[src/rtl/hex_counter_display_if.sv]
// Control and display bus of the multi-digit hex/BCD counter.
// The master drives the controls and the slave drives the count and the segments.
interface hex_counter_display_if #(
  parameter int unsigned DIGITS = 6
);
  localparam int unsigned VW = 4 * DIGITS;
  localparam int unsigned HW = 8 * DIGITS;

  logic          en;
  logic          up;
  logic          load;
  logic [VW-1:0] load_val;
  logic          bcd_mode;
  logic          blank_lz;
  logic [VW-1:0] value;
  logic          tick;
  logic          wrap;
  logic [HW-1:0] hex_out;

  modport master (
    output en, up, load, load_val, bcd_mode, blank_lz,
    input  value, tick, wrap, hex_out
  );

  modport slave (
    input  en, up, load, load_val, bcd_mode, blank_lz,
    output value, tick, wrap, hex_out
  );
endinterface

[src/rtl/hex_counter_display.sv]
// Prescaled multi-digit up/down counter (hex or BCD) with a registered,
// active-low seven-segment driver and optional leading-zero blanking.
module hex_counter_display #(
  parameter int unsigned DIGITS = 6,
  parameter int unsigned DIV    = 50000000,
  parameter int unsigned DIV_W  = 26
) (
  input  logic                  clk,
  input  logic                  rst,
  hex_counter_display_if.slave  bus
);
  localparam int unsigned VW = 4 * DIGITS;
  localparam int unsigned HW = 8 * DIGITS;

  logic [DIV_W-1:0] presc;
  logic             tick_c;
  logic [VW-1:0]    step_c;
  logic             carry_c;
  logic [VW-1:0]    load_c;
  logic [HW-1:0]    seg_c;
  logic [3:0]       dmax_c;
  logic [3:0]       sdig_c;
  logic             cy_c;
  logic [3:0]       ddig_c;
  logic             nz_c;

  function automatic logic [7:0] seg7(input logic [3:0] d);
    logic [7:0] s;
    case (d)
      4'h0: s = 8'hC0;  4'h1: s = 8'hF9;  4'h2: s = 8'hA4;  4'h3: s = 8'hB0;
      4'h4: s = 8'h99;  4'h5: s = 8'h92;  4'h6: s = 8'h82;  4'h7: s = 8'hF8;
      4'h8: s = 8'h80;  4'h9: s = 8'h90;  4'hA: s = 8'h88;  4'hB: s = 8'h83;
      4'hC: s = 8'hC6;  4'hD: s = 8'hA1;  4'hE: s = 8'h86;  default: s = 8'h8E;
    endcase
    return s;
  endfunction

  assign tick_c = bus.en && !bus.load && (presc == DIV_W'(DIV - 1));
  assign dmax_c = bus.bcd_mode ? 4'd9 : 4'hF;

  // Ripple carry/borrow step; in BCD mode digits above 9 act as 9
  always_comb begin
    step_c = '0;
    cy_c   = 1'b1;
    sdig_c = '0;
    for (int i = 0; i < int'(DIGITS); i++) begin
      sdig_c = bus.value[4*i +: 4];
      if (bus.bcd_mode && sdig_c > 4'd9) sdig_c = 4'd9;
      if (cy_c) begin
        if (bus.up) begin
          if (sdig_c == dmax_c) sdig_c = 4'd0;
          else begin
            sdig_c = sdig_c + 4'd1;
            cy_c   = 1'b0;
          end
        end else begin
          if (sdig_c == 4'd0) sdig_c = dmax_c;
          else begin
            sdig_c = sdig_c - 4'd1;
            cy_c   = 1'b0;
          end
        end
      end
      step_c[4*i +: 4] = sdig_c;
    end
    carry_c = cy_c;
  end

  always_comb begin
    load_c = bus.load_val;
    for (int i = 0; i < int'(DIGITS); i++)
      if (bus.bcd_mode && bus.load_val[4*i +: 4] > 4'd9) load_c[4*i +: 4] = 4'd9;
  end

  // Decode from the top digit down so leading zeros can be blanked
  always_comb begin
    seg_c  = '0;
    nz_c   = 1'b0;
    ddig_c = '0;
    for (int i = int'(DIGITS) - 1; i >= 0; i--) begin
      ddig_c = bus.value[4*i +: 4];
      nz_c   = nz_c | (ddig_c != 4'd0);
      if (bus.blank_lz && !nz_c && i != 0)        seg_c[8*i +: 8] = 8'hFF;
      else if (bus.bcd_mode && ddig_c > 4'd9)     seg_c[8*i +: 8] = 8'h90;
      else                                        seg_c[8*i +: 8] = seg7(ddig_c);
    end
  end

  always_ff @(posedge clk or posedge rst) begin
    if (rst) begin
      presc       <= '0;
      bus.value   <= '0;
      bus.tick    <= 1'b0;
      bus.wrap    <= 1'b0;
      bus.hex_out <= {DIGITS{8'hC0}};
    end else begin
      if (bus.load)     presc <= '0;
      else if (tick_c)  presc <= '0;
      else if (bus.en)  presc <= presc + DIV_W'(1);

      if (bus.load)     bus.value <= load_c;
      else if (tick_c)  bus.value <= step_c;

      bus.tick    <= tick_c;
      bus.wrap    <= tick_c && carry_c;
      bus.hex_out <= seg_c;
    end
  end
endmodule

[src/flat_wrapper.sv]
// flat-port wrapper written by rule: the top's interface ports become plain ports
module hex_counter_display_flat 
#(
  parameter int unsigned DIGITS = 6,
  parameter int unsigned DIV    = 50000000,
  parameter int unsigned DIV_W  = 26
)
  (clk, rst, bus_en, bus_up, bus_load, bus_load_val, bus_bcd_mode, bus_blank_lz, bus_value, bus_tick, bus_wrap, bus_hex_out);
  hex_counter_display_if #(.DIGITS(DIGITS)) bus_i ();
  input  logic clk;
  input  logic rst;
  input wire logic [$bits(bus_i.en)-1:0] bus_en;
  input wire logic [$bits(bus_i.up)-1:0] bus_up;
  input wire logic [$bits(bus_i.load)-1:0] bus_load;
  input wire logic [$bits(bus_i.load_val)-1:0] bus_load_val;
  input wire logic [$bits(bus_i.bcd_mode)-1:0] bus_bcd_mode;
  input wire logic [$bits(bus_i.blank_lz)-1:0] bus_blank_lz;
  output wire logic [$bits(bus_i.value)-1:0] bus_value;
  output wire logic [$bits(bus_i.tick)-1:0] bus_tick;
  output wire logic [$bits(bus_i.wrap)-1:0] bus_wrap;
  output wire logic [$bits(bus_i.hex_out)-1:0] bus_hex_out;
  assign bus_i.en = bus_en;
  assign bus_i.up = bus_up;
  assign bus_i.load = bus_load;
  assign bus_i.load_val = bus_load_val;
  assign bus_i.bcd_mode = bus_bcd_mode;
  assign bus_i.blank_lz = bus_blank_lz;
  assign bus_value = bus_i.value;
  assign bus_tick = bus_i.tick;
  assign bus_wrap = bus_i.wrap;
  assign bus_hex_out = bus_i.hex_out;
  hex_counter_display #(.DIGITS(DIGITS), .DIV(DIV), .DIV_W(DIV_W)) u_core (.clk(clk), .rst(rst), .bus(bus_i));
endmodule
[config.mk]
export PLATFORM = sky130hd
export DESIGN_NAME = hex_counter_display_flat
export DESIGN_NICKNAME = d
export VERILOG_FILES = /design/src/rtl/hex_counter_display_if.sv /design/src/rtl/hex_counter_display.sv /design/src/flat_wrapper.sv
export SDC_FILE = /design/constraint.sdc
export NUM_CORES = 1
export LEC_CHECK = 0
export CORE_MARGIN = 8
export CORE_UTILIZATION = 55
export DETAILED_ROUTE_END_ITERATION = 12
export DONT_BUFFER_PORTS = 1
export HOLD_SLACK_MARGIN = 0.03
export PLACE_DENSITY = 0.82
export SYNTH_ARGS = -nofsm -noshare
export SYNTH_HDL_FRONTEND = slang
export SYNTH_SLANG_ARGS = --single-unit
[constraint.sdc]
create_clock -name clk -period 4.3 [get_ports clk]
set_input_delay 0.43 -clock clk [delete_from_list [all_inputs] [get_ports clk]]
set_output_delay 0.43 -clock clk [all_outputs]
set_load 0.02 [all_outputs]
* Word-level counts from Yosys, hierarchy flattened
Memory sizes are Yosys's and may differ from the RTL's.
Index checks and enable logic that the tools add are counted.
** Word-level totals
- Flip-flop bits (word level) :: 100
- Memory bits (read-only) :: 672
- Input bits :: 31
- Output and inout port bits :: 74
- Word-level logic and storage cells :: 161
- Memories kept :: 6
** Operators by class
- Add/sub/neg operators :: 13
- Magnitude comparators :: 12
- Equal/unequal tests :: 7
- Muxes and demuxes :: 75
- Bitwise gates (word level) :: 4
- Reductions and logical operators :: 39
** Memories
- (no name shown) :: words 16, bits a word 7, read ports 1, clocked after memory_dff 0, write ports 0, line hex_counter_display.sv:29 : case (d)
- (no name shown) :: words 16, bits a word 7, read ports 1, clocked after memory_dff 0, write ports 0, line hex_counter_display.sv:29
- (no name shown) :: words 16, bits a word 7, read ports 1, clocked after memory_dff 0, write ports 0, line hex_counter_display.sv:29
- (no name shown) :: words 16, bits a word 7, read ports 1, clocked after memory_dff 0, write ports 0, line hex_counter_display.sv:29
- (no name shown) :: words 16, bits a word 7, read ports 1, clocked after memory_dff 0, write ports 0, line hex_counter_display.sv:29
- (no name shown) :: words 16, bits a word 7, read ports 1, clocked after memory_dff 0, write ports 0, line hex_counter_display.sv:29
** Operators by type and width (count)
- 2-to-1 mux 4 bit :: 35
- 2-to-1 mux 8 bit :: 11
- 2-to-1 mux 26 bit :: 3
- greater-than comparator 4 bit (second input constant) :: 12
- 2-to-1 mux 24 bit :: 2
- adder 26 x 1 -> 26 bit (second input constant) :: 1
- equality test 26 bit (second input constant) :: 1
- adder 4 x 1 -> 4 bit (second input constant) :: 6
- equality test 4 bit :: 6
- logical NOT 4 bit :: 6
- subtractor 4 x 1 -> 4 bit (second input constant) :: 6
- 2-to-1 mux 1 bit :: 23
- logical AND 1 bit :: 20
- nonzero test 4 bit :: 5
- logical NOT 1 bit :: 6
- bitwise OR 1 bit :: 4
- 2-to-1 mux 3 bit :: 1
- nonzero test 3 bit :: 1
- nonzero test 2 bit :: 1

* Logic depth before layout (Yosys ltp)
Gate-level depths: netlist (run 1).
- Depth after elaboration :: 13
- Mapped depth :: 13
- Mapped depth without buffers :: 13

* Worst setup path before layout (run 1)
OpenSTA, ideal clock, no wires.
- Path kind :: register to register
- Start point :: register u_core.bus.value[1]
- End point :: register u_core.bus.value[23]
- Setup time :: 0.069 ns
- Data arrival time :: 3.328 ns
- Required time :: 4.231 ns
- Setup slack :: 0.903 ns
- Stages on the path, launching flop included :: 13
- Clock period less this slack :: 3.397 ns
- Cells stage by stage :: dfrtp_1 inv_1 ha_1 o21ba_2 o21ai_0 ha_1 nor4b_1 and3_1 o32a_1 buf_2 nand4_1 or3b_2 nand3_1
** Between the ends
- Word-level cells in the longest chain between the ends :: 13
** Ends and longest elaborated chain
- start, declared :: line hex_counter_display_if.sv:27 : output value, tick, wrap, hex_out
- start signal, assigned :: line hex_counter_display.sv:101 : if (bus.load) bus.value <= load_c;
- start signal, assigned :: line hex_counter_display.sv:102 : else if (tick_c) bus.value <= step_c;
- greater-than comparator 4 bit :: line hex_counter_display.sv:48 : if (bus.bcd_mode && sdig_c > 4'd9) sdig_c = 4'd9;
- logical AND 1 bit :: line hex_counter_display.sv:48
- 2-to-1 mux 4 bit * :: line hex_counter_display.sv:48
- equality test 4 bit or logical NOT 4 bit (tied branches) :: line hex_counter_display.sv:51, hex_counter_display.sv:57
- 2-to-1 mux 1 bit, on equally long branches :: line hex_counter_display.sv:51, hex_counter_display.sv:57
- 2-to-1 mux 1 bit * :: line hex_counter_display.sv:50 : if (bus.up) begin
- 2-to-1 mux 1 bit * (4 in series) :: line hex_counter_display.sv:49 : if (cy_c) begin
- 2-to-1 mux 4 bit * :: line hex_counter_display.sv:49
- 2-to-1 mux 24 bit * :: line hex_counter_display.sv:102
- 2-to-1 mux 24 bit * :: line hex_counter_display.sv:101
Every way passes the cells marked *; elsewhere a longest branch is shown, timed or not. The select of a mux whose other input is x is not followed.
A chain may end at the register's enable or synchronous reset.

* Worst setup path in the final report (run 1)
- Start point :: register u_core.bus.value[0]
- End point :: register u_core.bus.value[23]
Same word-level chain as after synthesis.

==> impl_summary.txt, run 1 <==
----------------------------------------------------
[Outcome]
  Run status ... finished clean

[GRT]
  Antenna violations before repair ... 1
  Total routing usage reported by global routing ... 21.4%
  Final global-route overflow total ... 0
  Global-route wire length before repair ... 29100 um
  Vias in the first global route ... 5717
  Pin count of the biggest net entering global routing ... 65

[Setup path]
  Critical path peak fanout ... 11
  Critical path launch point type ... flip-flop
  Kind of critical path ... flip-flop to flip-flop
  Required time worst endpoint ... 4590 ps
  Element type at the critical path end ... flip-flop
  CP Data Arrival Time ... 4290 ps

[Timing]
  Pin slew with the least headroom to its limit ... 899 ps
  Maximum achievable frequency ... 250 MHz
  Tightest hold margin ... 103 ps
  Setup skew after layout ... 11.7 ps
  Final setup slack of the worst path ... 299 ps
  Setup repair after global routing missed its margin ... false
  Number of failing setup endpoints in the final timing report ... 0
  Post-route minimum period ... 4000 ps
  Crit share post-route ... 93.0%
  Relative max-transition margin ... 40.1%
  Number of max-slew violations in the final report ... 0
  TNS Setup ... 0 ps
  Final number of hold-violating endpoints ... 0

[Routing]
  Count of TritonRoute iterations in the first routing pass ... 5
  Routed via count ... 6328
  DRC violations left ... 0
  DRC marker count from the first detailed-route iteration ... 701
  Final routed wirelength across all metal layers ... 18200 um
  Antenna Violating Nets Remaining ... 0
  Via/cell ratio ... 6.29
  Routed length per placed instance ... 18.1 um

[Clock network]
  Buffers from clock root to sink, at most ... 2
  Clock network latency to the later pin of the worst-skew pair ... 360 ps
  Count of hold buffers inserted by post-cts repair ... 0
  Clock-pin transition on the worst setup and hold timing paths ... 70 ps
  TritonCTS clock tree ... yes
  Clock Root Buffer ... clkbuf_16
  CTS H-tree depth ... 3
  Number of clock buffers inserted by TritonCTS ... 9
  # clock sinks ... 94

[Synth]
  Number of synthesis warnings ... 0
  Average size of a mapped cell ... 8.21 um2
  Synth Cell Area ... 7100 um2
  Count of flip-flops with a built-in enable after synthesis ... 0
  Synthesized flop and latch total ... 94
  Ys async rst share ... 100%
  Proportion of synthesized chip area in sequential cells ... 33.2%
  Top_reg_cell synth ... dfrtp_1
  Synthesized instance count ... 865
  Number of library cell types mapped by synthesis ... 76

[Placement]
  Setup slack after placement ... 259 ps
  RD Place Congestion ... 0.913
  Total placed instance area ... 7140 um2
  Number of buffers inserted by port buffering ... 0
  Estimated wirelength of the detail-placed design ... 12700 um

[Power and ir drop]
  Maximum resistive drop on vdd ... 0.186 mV
  Pleak ... 0.00322 uW
  PwrDens ... 344 nW/um2

[Run]
  Maximum Capacitance Violations ... 0

[Floorplan]
  Starting density of the core ... 56.2%
  Row Count ... 41
  Die outline area ... 16800 um2
  Number of ports placed on the die boundary ... 105
  Height of the die ... 130 um
  Width of the die ... 130 um
  Placeable core area ... 12600 um2

[Final layout]
  Highest-count cells in the layout ignoring fill and taps ... nand2_1, dfrtp_1, nor2_1, o21ai_0
  Area overhead of the layout relative to synthesis ... 4.34%
  Final net count ... 910
  Share of layout cells above drive strength 1 ... 6.84%
  Final design area excluding fillers ... 7410 um2
  Post-layout utilization of the core ... 58.7%

[Hold path]
  Path category of the worst min-delay check ... primary input to asynchronous set/reset pin

----------------------------------------------------
worst max-delay path, cell delays in order (launching register included):
cell	delay, ps
dfrtp_2	500
inv_1	160
ha_1	270
o21ba_2	240
o21ai_0	310
ha_1	320
nor4b_1	480
and3_1	240
o32a_1	390
nand4_1	360
or3b_2	550
nand3_1	90
per-layer routing:
metal | GRT usage [%] | up-vias | share of wire (%)
li1 | - | 3006 | -
met1 | 27.6 | 3013 | 44
met2 | 34.9 | 278 | 46
met3 | 3.78 | 31 | 7.9
met4 | 8.61 | 0 | 2.1
met5 | 0 | - | 0
cell families (layout without fill, tap and decap cells):
| group | after synthesis | after routing | synth area share, % |
|---|---|---|---|
| simple gates | 312 | 312 | 21.3 |
| compound gates | 247 | 247 | 23.1 |
| buf+inv | 115 | 78 | 6.79 |
| flops | 94 | 94 | 33.2 |
| fa+ha+maj | 50 | 50 | 8.81 |
| xor+xnor | 29 | 29 | 3.58 |
| mux | 17 | 17 | 3.05 |
| other cells | 1 | 7 | 0.0528 |
repair_timing:
item,in CTS,in global routing
resized for setup,0,1
endpoints found under the setup margin,0,1
endpoints found under the hold margin,0,0
buffers inserted,0,0
registers in the layout (all words and copies together) (netlist names):
| name | count |
|---|---|
| u_core.bus.tick | 1 |
| u_core.bus.wrap | 1 |
| u_core.bus.hex_out | 42 |
| u_core.presc | 26 |
| u_core.bus.value | 24 |
synth_stat cells, types with 4 or more instances:
master | number | area share (%)
buf_4 | 9 | 0.95
nand2_1 | 87 | 4.6
nor2_1 | 85 | 4.5
buf_2 | 6 | 0.42
a311oi_1 | 6 | 0.74
xnor2_1 | 14 | 1.7
ha_1 | 50 | 8.8
nor3_1 | 19 | 1.3
dfrtp_1 | 88 | 31
a21oi_1 | 45 | 3.2
o211ai_1 | 9 | 0.95
nand2b_1 | 12 | 1.1
nor4_1 | 4 | 0.35
nand4_1 | 13 | 1.1
xor2_1 | 15 | 1.9
o21ai_0 | 68 | 4.8
mux2i_1 | 7 | 0.99
and2_1 | 6 | 0.53
a22oi_1 | 9 | 0.95
o21a_1 | 4 | 0.42
inv_1 | 51 | 2.7
clkbuf_1 | 41 | 2.2
o221ai_1 | 5 | 0.62
o31ai_1 | 9 | 0.95
a21boi_0 | 4 | 0.42
dfstp_2 | 6 | 2.2
and3_1 | 11 | 0.97
o311ai_0 | 4 | 0.49
a211oi_1 | 14 | 1.5
buf_1 | 5 | 0.26
o21bai_1 | 5 | 0.53
or3_1 | 4 | 0.35
mux2_2 | 7 | 1.1
o22ai_1 | 4 | 0.35
nand3_1 | 30 | 2.1
nor2b_1 | 18 | 1.6
a31oi_1 | 16 | 1.4
worst paths after layout:
kind	from	endpoint	slack [ps]	cells after the start
worst min register to register	u_core.presc[15]	u_core.presc[15]	550	2
max in group asynchronous	rst	u_core.bus.hex_out[6]	3230	2
min in group clk	bus_load	u_core.presc[1]	150	1
worst max-delay path	u_core.bus.value[0]	u_core.bus.value[23]	300	11
worst max register to register	u_core.bus.value[0]	u_core.bus.value[23]	300	11
worst min-delay path	rst	u_core.bus.hex_out[25]	100	1
where the power goes:
| part | switching (uW) | total [uW] | internal (uW) |
|---|---|---|---|
| Combinational | 364 | 607 | 243 |
| Clock | 347 | 750 | 403 |
| Sequential | 209 | 1190 | 980 |
| Total | 919 | 2550 | 1630 |
final cells by class:
class | count | area [um2]
Fill cell | 1121 | 5210
Multi-Input combinational cell | 661 | 4280
Sequential cell | 94 | 2360
Clock buffer | 11 | 243
Tap cell | 172 | 215
Inverter | 52 | 198
Timing Repair Buffer | 11 | 82.6
Clock inverter | 4 | 23.8
Antenna cell | 1 | 2.50
per-stage QoR:
step | total power, uW | instances
after detailed placement | 1800 | 990
after CTS | 2550 | 1005
after global placement | 1790 | 990
after floorplan | 1680 | 870
after global routing | 2680 | 1006
final | 2550 | 1006
(Power assumes the default switching activity.)
==> run 2: changes to the inputs <==
==> constraint.sdc (replaced) <==
create_clock -name clk -period 5.05 [get_ports clk]
set_input_delay 0.505 -clock clk [delete_from_list [all_inputs] [get_ports clk]]
set_output_delay 0.505 -clock clk [all_outputs]
set_load 0.02 [all_outputs]
==> run 2 against run 1 <==
Hold slack got worse by 77 ps. Highest routed layer unchanged. Clock power shrank 13%. Combinational power shrank 20%. Flip-flop and latch count unchanged. Critical path depth stayed put. Utilization down 0.43 points. Power down 14%. Global-route usage grew 0.33 points. Sequential power shrank 13%. Count of clock-buffer cells in the layout is 3 higher. Largest power group unchanged.
==> impl_summary.txt, run 2 (synthesized netlist as in run 1, its figures left out) <==
----------------------------------------------------
[Final layout]
  ANT cells ... 0 (was 1)
  Share of layout cells above drive strength 1 ... 5.69% (was 6.84%)
  Max FFs per register ... 42 (unchanged)
  Largest register by flop count ... u_core.bus.hex_out (unchanged)
  Area overhead of the layout relative to synthesis ... 3.58% (was 4.34%)
  Most common cell after layout, fill and taps aside ... dfrtp_1
  Cell Count, Final, Fillers Out ... 998 (was 1006)
  Highest-count cells in the layout ignoring fill and taps ... dfrtp_1, nand2_1, nor2_1, o21ai_0 (was nand2_1, dfrtp_1, nor2_1, o21ai_0)
  Final design area excluding fillers ... 7350 um2 (was 7410 um2)
  Registers with the highest flip-flop counts ... u_core.bus.hex_out (42), u_core.presc (26), u_core.bus.value (24) (unchanged)
  Final net count ... 903 (was 910)

[Routing]
  Antenna Violating Nets Remaining ... 0 (unchanged)
  Count of TritonRoute iterations in the first routing pass ... 5 (unchanged)
  Routed via count ... 6350 (was 6328)
  DRC marker count from the first detailed-route iteration ... 647 (was 701)
  Routed length per placed instance ... 18.4 um (was 18.1 um)
  Final routed wirelength across all metal layers ... 18300 um (was 18200 um)
  Via/cell ratio ... 6.36 (was 6.29)
  DRC violations left ... 0 (unchanged)

[Timing]
  Crit share post-route ... 83.4% (was 93.0%)
  TNS Setup ... 0 ps (unchanged)
  Number of failing setup endpoints in the final timing report ... 0 (unchanged)
  Number of max-slew violations in the final report ... 0 (unchanged)
  Setup skew after layout ... 12.2 ps (was 11.7 ps)
  Maximum achievable frequency ... 237 MHz (was 250 MHz)
  Setup repair after global routing missed its margin ... false (unchanged)
  Pin slew with the least headroom to its limit ... 973 ps (was 899 ps)
  Final number of hold-violating endpoints ... 0 (unchanged)
  Post-route minimum period ... 4210 ps (was 4000 ps)
  Relative max-transition margin ... 35.1% (was 40.1%)

[Clock network]
  # clock sinks ... 94 (unchanged)
  Buffers from clock root to sink, at most ... 2 (unchanged)
  Number of clock buffers inserted by TritonCTS ... 9 (unchanged)
  Clock-pin transition on the worst setup and hold timing paths ... 70 ps (about the same)
  CTS H-tree depth ... 3 (unchanged)
  Count of hold buffers inserted by post-cts repair ... 0 (unchanged)
  TritonCTS clock tree ... yes (unchanged)
  Setup Fix Bufs, Post-CTS ... 0 (unchanged)
  Clock Root Buffer ... clkbuf_16 (unchanged)
  Clock network latency to the later pin of the worst-skew pair ... 350 ps (was 360 ps)
  Resized cells post-CTS ... 0 (unchanged)

[Floorplan]
  Height of the die ... 130 um (unchanged)
  Die outline area ... 16800 um2 (unchanged)
  Number of ports placed on the die boundary ... 105 (unchanged)
  Placeable core area ... 12600 um2 (unchanged)
  Width of the die ... 130 um (unchanged)
  Starting density of the core ... 56.2% (unchanged)
  Row Count ... 41 (unchanged)

[Placement]
  Total placed instance area ... 7080 um2 (was 7140 um2)
  RD Place Congestion ... 0.905 (was 0.913)
  Estimated wirelength of the detail-placed design ... 12600 um (was 12700 um)
  Number of buffers inserted by port buffering ... 0 (unchanged)
  Number of instances in the placed design ... 983 (was 990)

[Setup path]
  Startpoint of the most critical register-to-register path ... u_core.bus.value[1] (was u_core.bus.value[0])
  CP Data Arrival Time ... 4490 ps (was 4290 ps)
  Required time worst endpoint ... 5330 ps (was 4590 ps)
  Element type at the critical path end ... flip-flop (unchanged)
  Critical path launch point type ... flip-flop (unchanged)
  Critical path peak fanout ... 11 (unchanged)
  Worst setup path start ... u_core.bus.value[1] (was u_core.bus.value[0])
  Kind of critical path ... flip-flop to flip-flop (unchanged)

[Power and ir drop]
  PwrDens ... 296 nW/um2 (was 344 nW/um2)
  Maximum resistive drop on vdd ... 0.159 mV (was 0.186 mV)
  Pleak ... 0.00319 uW (was 0.00322 uW)
  Final total power ... 2180 uW (was 2550 uW)

[Hold path]
  Path category of the worst min-delay check ... primary input to asynchronous set/reset pin (unchanged)

[GRT]
  Pin count of the biggest net entering global routing ... 63 (was 65)
  Vias in the first global route ... 5896 (was 5717)
  Antenna violations before repair ... 0 (was 1)
  Global-route wire length before repair ... 29800 um (was 29100 um)
  Final global-route overflow total ... 0 (unchanged)
  Total routing usage reported by global routing ... 21.7% (was 21.4%)

[Outcome]
  Run status ... finished clean (unchanged)

[Run]
  Maximum Capacitance Violations ... 0 (unchanged)

----------------------------------------------------
run 2: cell types whose count changed in the layout (fill, tap and decap cells not counted), sizes merged:
| cell | change |
|---|---|
| buf | -7 |
| clkbuf | +3 |
| diode | -1 |
| clkinv | -3 |
run 2: area by class of cell:
type | count | area [um2]
Fill cell | 1138 | 5270
Multi-Input combinational cell | 661 | 4280
Sequential cell | 94 | 2360
Clock buffer | 14 | 264
Tap cell | 172 | 215
Inverter | 52 | 198
Timing Repair Buffer | 4 | 30.0
Clock inverter | 1 | 5.00
run 2: power by group:
group,internal (uW),total (uW),switching [uW]
combinational,202,488,285
sequential,834,1040,203
clock,359,652,293
run 2: final timing paths:
check | slack (ps) | cells after the start | to
min reg2reg | 550 | 2 | u_core.presc[15]
min in group clk | 230 | 1 | u_core.presc[1]
max in group asynchronous | 3860 | 2 | u_core.bus.value[0]
max | 840 | 11 | u_core.bus.value[23]
max reg2reg | 840 | 11 | u_core.bus.value[23]
min | 30 | 1 | u_core.bus.hex_out[28]
run 2: through the flow:
step                      util, %  hold slack (ps)  worst slack [ps]
after floorplan                 -              503              1650
after global placement       56.1              403              1140
after detailed placement     56.1              413               948
after CTS                    58.3             35.7               933
after global routing         58.3             60.8               579
final                        58.3             26.2               838
run 2: critical path, stage by stage (launching register included):
cell	delay, ps
dfrtp_1	600
inv_1	220
ha_1	310
o21ba_2	230
o21ai_0	290
ha_1	320
nor4b_1	510
and3_1	250
o32a_1	390
nand4_1	380
or3b_2	550
nand3_1	90
run 2: per-layer routing:
layer | vias up | share of wire (%) | routed length [um] | global-route usage (%)
li1 | 2986 | - | - | -
met1 | 3060 | 43 | 7930 | 28.8
met2 | 269 | 47 | 8600 | 34.1
met3 | 35 | 7.6 | 1390 | 4.52
met4 | 0 | 2.3 | 420 | 8.33
met5 | - | 0 | 0 | 0
==> run 3: changes to the inputs <==
==> constraint.sdc (replaced) <==
create_clock -name clk -period 3.9 [get_ports clk]
set_input_delay 0.39 -clock clk [delete_from_list [all_inputs] [get_ports clk]]
set_output_delay 0.39 -clock clk [all_outputs]
set_load 0.02 [all_outputs]
==> run 3 against run 2 <==
Power up 36%. Critical endpoint is now u_core.bus.value[18]. Sequential share of layout area is 0.86 points lower. Clock power rose by 47%. Cell count increased by 2.2%. Flip-flop and latch count is the same. Clock skew fell by 3.6 ps. Fmax increased by 16%. Cell area grew 2.7%. Wire length rose by 1.9%.
==> impl_summary.txt, run 3 (synthesized netlist as in run 1, its figures left out) <==
----------------------------------------------------
[Run]
  Maximum Capacitance Violations ... 0 (unchanged)

[Final layout]
  Most common cell after layout, fill and taps aside ... dfrtp_1 (unchanged)
  Largest register by flop count ... u_core.bus.hex_out (unchanged)
  Share of layout cells above drive strength 1 ... 8.03% (was 5.69%)
  Highest-count cells in the layout ignoring fill and taps ... dfrtp_1, nand2_1, nor2_1, o21ai_0 (unchanged)
  Area overhead of the layout relative to synthesis ... 6.42% (was 3.58%)
  Final net count ... 923 (was 903)
  Number of filler cells placed in the layout ... 1125 (was 1138)
  Max FFs per register ... 42 (unchanged)
  Registers with the highest flip-flop counts ... u_core.bus.hex_out (42), u_core.presc (26), u_core.bus.value (24) (unchanged)

[GRT]
  Final global-route overflow total ... 0 (unchanged)
  GR Util met2 ... 35.5% (was 34.1%)
  Global-route layer with the greatest usage ... met2 (unchanged)
  Met1 usage ... 27.9% (was 28.8%)
  Vias in the first global route ... 5971 (was 5896)
  Pin count of the biggest net entering global routing ... 61 (was 63)
  Fraction of met3 tracks used by global routing ... 4.85% (was 4.52%)
  Antenna violations before repair ... 1 (was 0)
  Total routing usage reported by global routing ... 22.2% (was 21.7%)
  Global-route wire length before repair ... 30100 um (was 29800 um)

[Setup path]
  Number of buffer and inverter instances along the worst setup path ... 1 (unchanged)
  Family of cells with the greatest summed delay on the critical path ... compound AO/OA/AOI/OAI gates (was simple AND/OR/NAND/NOR gates)
  CP Data Arrival Time ... 3910 ps (was 4490 ps)
  R2r setup slk ... 270 ps (was 840 ps)
  Kind of critical path ... flip-flop to flip-flop (unchanged)
  Critical path's largest stage delay ... 410 ps (was 600 ps)
  Critical path peak fanout ... 11 (unchanged)
  Critical path's slowest cell ... nor4b_1 (was dfrtp_1)
  Critical path launch point type ... flip-flop (unchanged)
  Element type at the critical path end ... flip-flop (unchanged)
  CP cell instances ... inv_1 > ha_1 > o21ba_2 > o21ai_0 > ha_1 > nor4b_1 > and3_1 > o32a_1 > and4_1 > mux2_2 > o21ai_0 (was inv_1 > ha_1 > o21ba_2 > o21ai_0 > ha_1 > nor4b_1 > and3_1 > o32a_1 > nand4_1 > or3b_2 > nand3_1)
  Required time worst endpoint ... 4180 ps (was 5330 ps)

[Floorplan]
  Height of the die ... 130 um (unchanged)
  Starting density of the core ... 56.2% (unchanged)
  Row Count ... 41 (unchanged)
  Die outline area ... 16800 um2 (unchanged)
  Placeable core area ... 12600 um2 (unchanged)
  Number of ports placed on the die boundary ... 105 (unchanged)
  Width of the die ... 130 um (unchanged)

[Routing]
  Routed via count ... 6397 (was 6350)
  Antenna Violating Nets Remaining ... 0 (unchanged)
  Count of TritonRoute iterations in the first routing pass ... 5 (unchanged)
  Routed length per placed instance ... 18.3 um (was 18.4 um)
  Via/cell ratio ... 6.27 (was 6.36)
  DRC violations left ... 0 (unchanged)
  DRC marker count from the first detailed-route iteration ... 705 (was 647)
  Final routed wirelength across all metal layers ... 18700 um (was 18300 um)

[Placement]
  RD Place Congestion ... 0.887 (was 0.905)
  Number of buffers inserted by port buffering ... 0 (unchanged)
  Estimated wirelength of the detail-placed design ... 13000 um (was 12600 um)

[Power and ir drop]
  Maximum resistive drop on vdd ... 0.181 mV (was 0.159 mV)
  Sw Share ... 34.4% (was 35.9%)
  Share of total power in combinational logic ... 25.0% (was 22.4%)
  Power Internal ... 1940 uW (was 1400 uW)
  PwrDens ... 392 nW/um2 (was 296 nW/um2)
  Share of power burned in registers ... 42.6% (was 47.6%)
  Net Switching ... 1020 uW (was 782 uW)
  Final total power ... 2960 uW (was 2180 uW)
  Pleak ... 0.00330 uW (was 0.00319 uW)
  Share of power burned in the clock network ... 32.4% (was 30.0%)

[Timing]
  Number of failing setup endpoints in the final timing report ... 0 (unchanged)
  Number of max-slew violations in the final report ... 0 (unchanged)
  Tightest hold margin ... 51.8 ps (was 26.2 ps)
  Setup skew after layout ... 8.52 ps (was 12.2 ps)
  TNS Setup ... 0 ps (unchanged)
  Relative max-transition margin ... 43.9% (was 35.1%)
  Post-route minimum period ... 3630 ps (was 4210 ps)
  Maximum achievable frequency ... 276 MHz (was 237 MHz)
  Crit share post-route ... 93.1% (was 83.4%)
  Setup repair after global routing missed its margin ... false (unchanged)
  Pin slew with the least headroom to its limit ... 834 ps (was 973 ps)
  Final number of hold-violating endpoints ... 0 (unchanged)

[Clock network]
  TritonCTS clock tree ... yes (unchanged)
  Number of clock buffers inserted by TritonCTS ... 9 (unchanged)
  # clock sinks ... 94 (unchanged)
  Buffers from clock root to sink, at most ... 2 (unchanged)
  Count of hold buffers inserted by post-cts repair ... 0 (unchanged)
  Setup Fix Bufs, Post-CTS ... 0 (unchanged)
  CTS H-tree depth ... 3 (unchanged)
  Clock network latency to the later pin of the worst-skew pair ... 350 ps (about the same)
  Clock-pin transition on the worst setup and hold timing paths ... 70 ps (about the same)
  Resized cells post-CTS ... 0 (unchanged)
  Clock Root Buffer ... clkbuf_16 (unchanged)

[Outcome]
  Run status ... finished clean (unchanged)

[Hold path]
  Path category of the worst min-delay check ... primary input to asynchronous set/reset pin (unchanged)

----------------------------------------------------
[run 3: changes by cell type in the layout (fill, tap and decap cells not counted), sizes merged]
cell	change
clkbuf	-1
diode	+1
buf	+20
bufinv	+2
clkinvlp	+1
clkinv	-1
[run 3: worst reg2reg max path, cell delays in order (launching register included)]
cell and delay (ps):
dfrtp_1 380, inv_1 130, ha_1 270, o21ba_2 240, o21ai_0 300, ha_1 330, nor4b_1 410, and3_1 230
o32a_1 370, and4_1 410, mux2_2 370, o21ai_0 130
[run 3: power groups by stage]
stage                     Clock (uW)  Sequential (uW)  Combinational [uW]
after CTS                        981             1270                 731
after floorplan                    0             1280                 565
after global routing            1020             1280                 826
final                            961             1260                 741
after global placement             0             1280                 708
after detailed placement           0             1280                 724
[run 3: layout make-up]
class	count	area [um2]	share of cell area [%]
Clock inverter	3	67.6	0.894
Tap cell	172	215	2.85
Multi-Input combinational cell	661	4280	56.7
Timing Repair Buffer	24	180	2.39
Antenna cell	1	2.50	0.0331
Clock buffer	13	250	3.31
Sequential cell	94	2360	31.2
Inverter	52	198	2.62
[run 3: per-layer routing]
layer | up-vias | part of all wire [%] | routed length, um
li1 | 3037 | - | -
met1 | 3047 | 43 | 7980
met2 | 275 | 47 | 8830
met3 | 38 | 7.6 | 1410
met4 | 0 | 2.6 | 479
met5 | - | 0 | 0
[run 3: worst paths after layout]
check | from | endpoint | depth (start not counted)
min reg2reg | u_core.presc[15] | u_core.presc[15] | 2
max reg2reg | u_core.bus.value[0] | u_core.bus.value[18] | 11
max | u_core.bus.value[0] | u_core.bus.value[18] | 11
min in group clk | bus_load | u_core.presc[24] | 1
min | rst | u_core.bus.hex_out[25] | 1
max in group asynchronous | rst | u_core.bus.hex_out[46] | 2
[run 3: metrics by stage]
stage / setup WS [ps] / std cells / util (%) / area [um2]
2_1_floorplan: 503 / 870 / - / 7120
3_3_place_gp: 383 / 1002 / 57.3 / 7230
3_5_place_dp: 181 / 1002 / 57.3 / 7230
4_1_cts: 181 / 1018 / 59.8 / 7540
5_1_grt: 8.25 / 1020 / 59.9 / 7550
6_report: 270 / 1020 / 59.9 / 7550
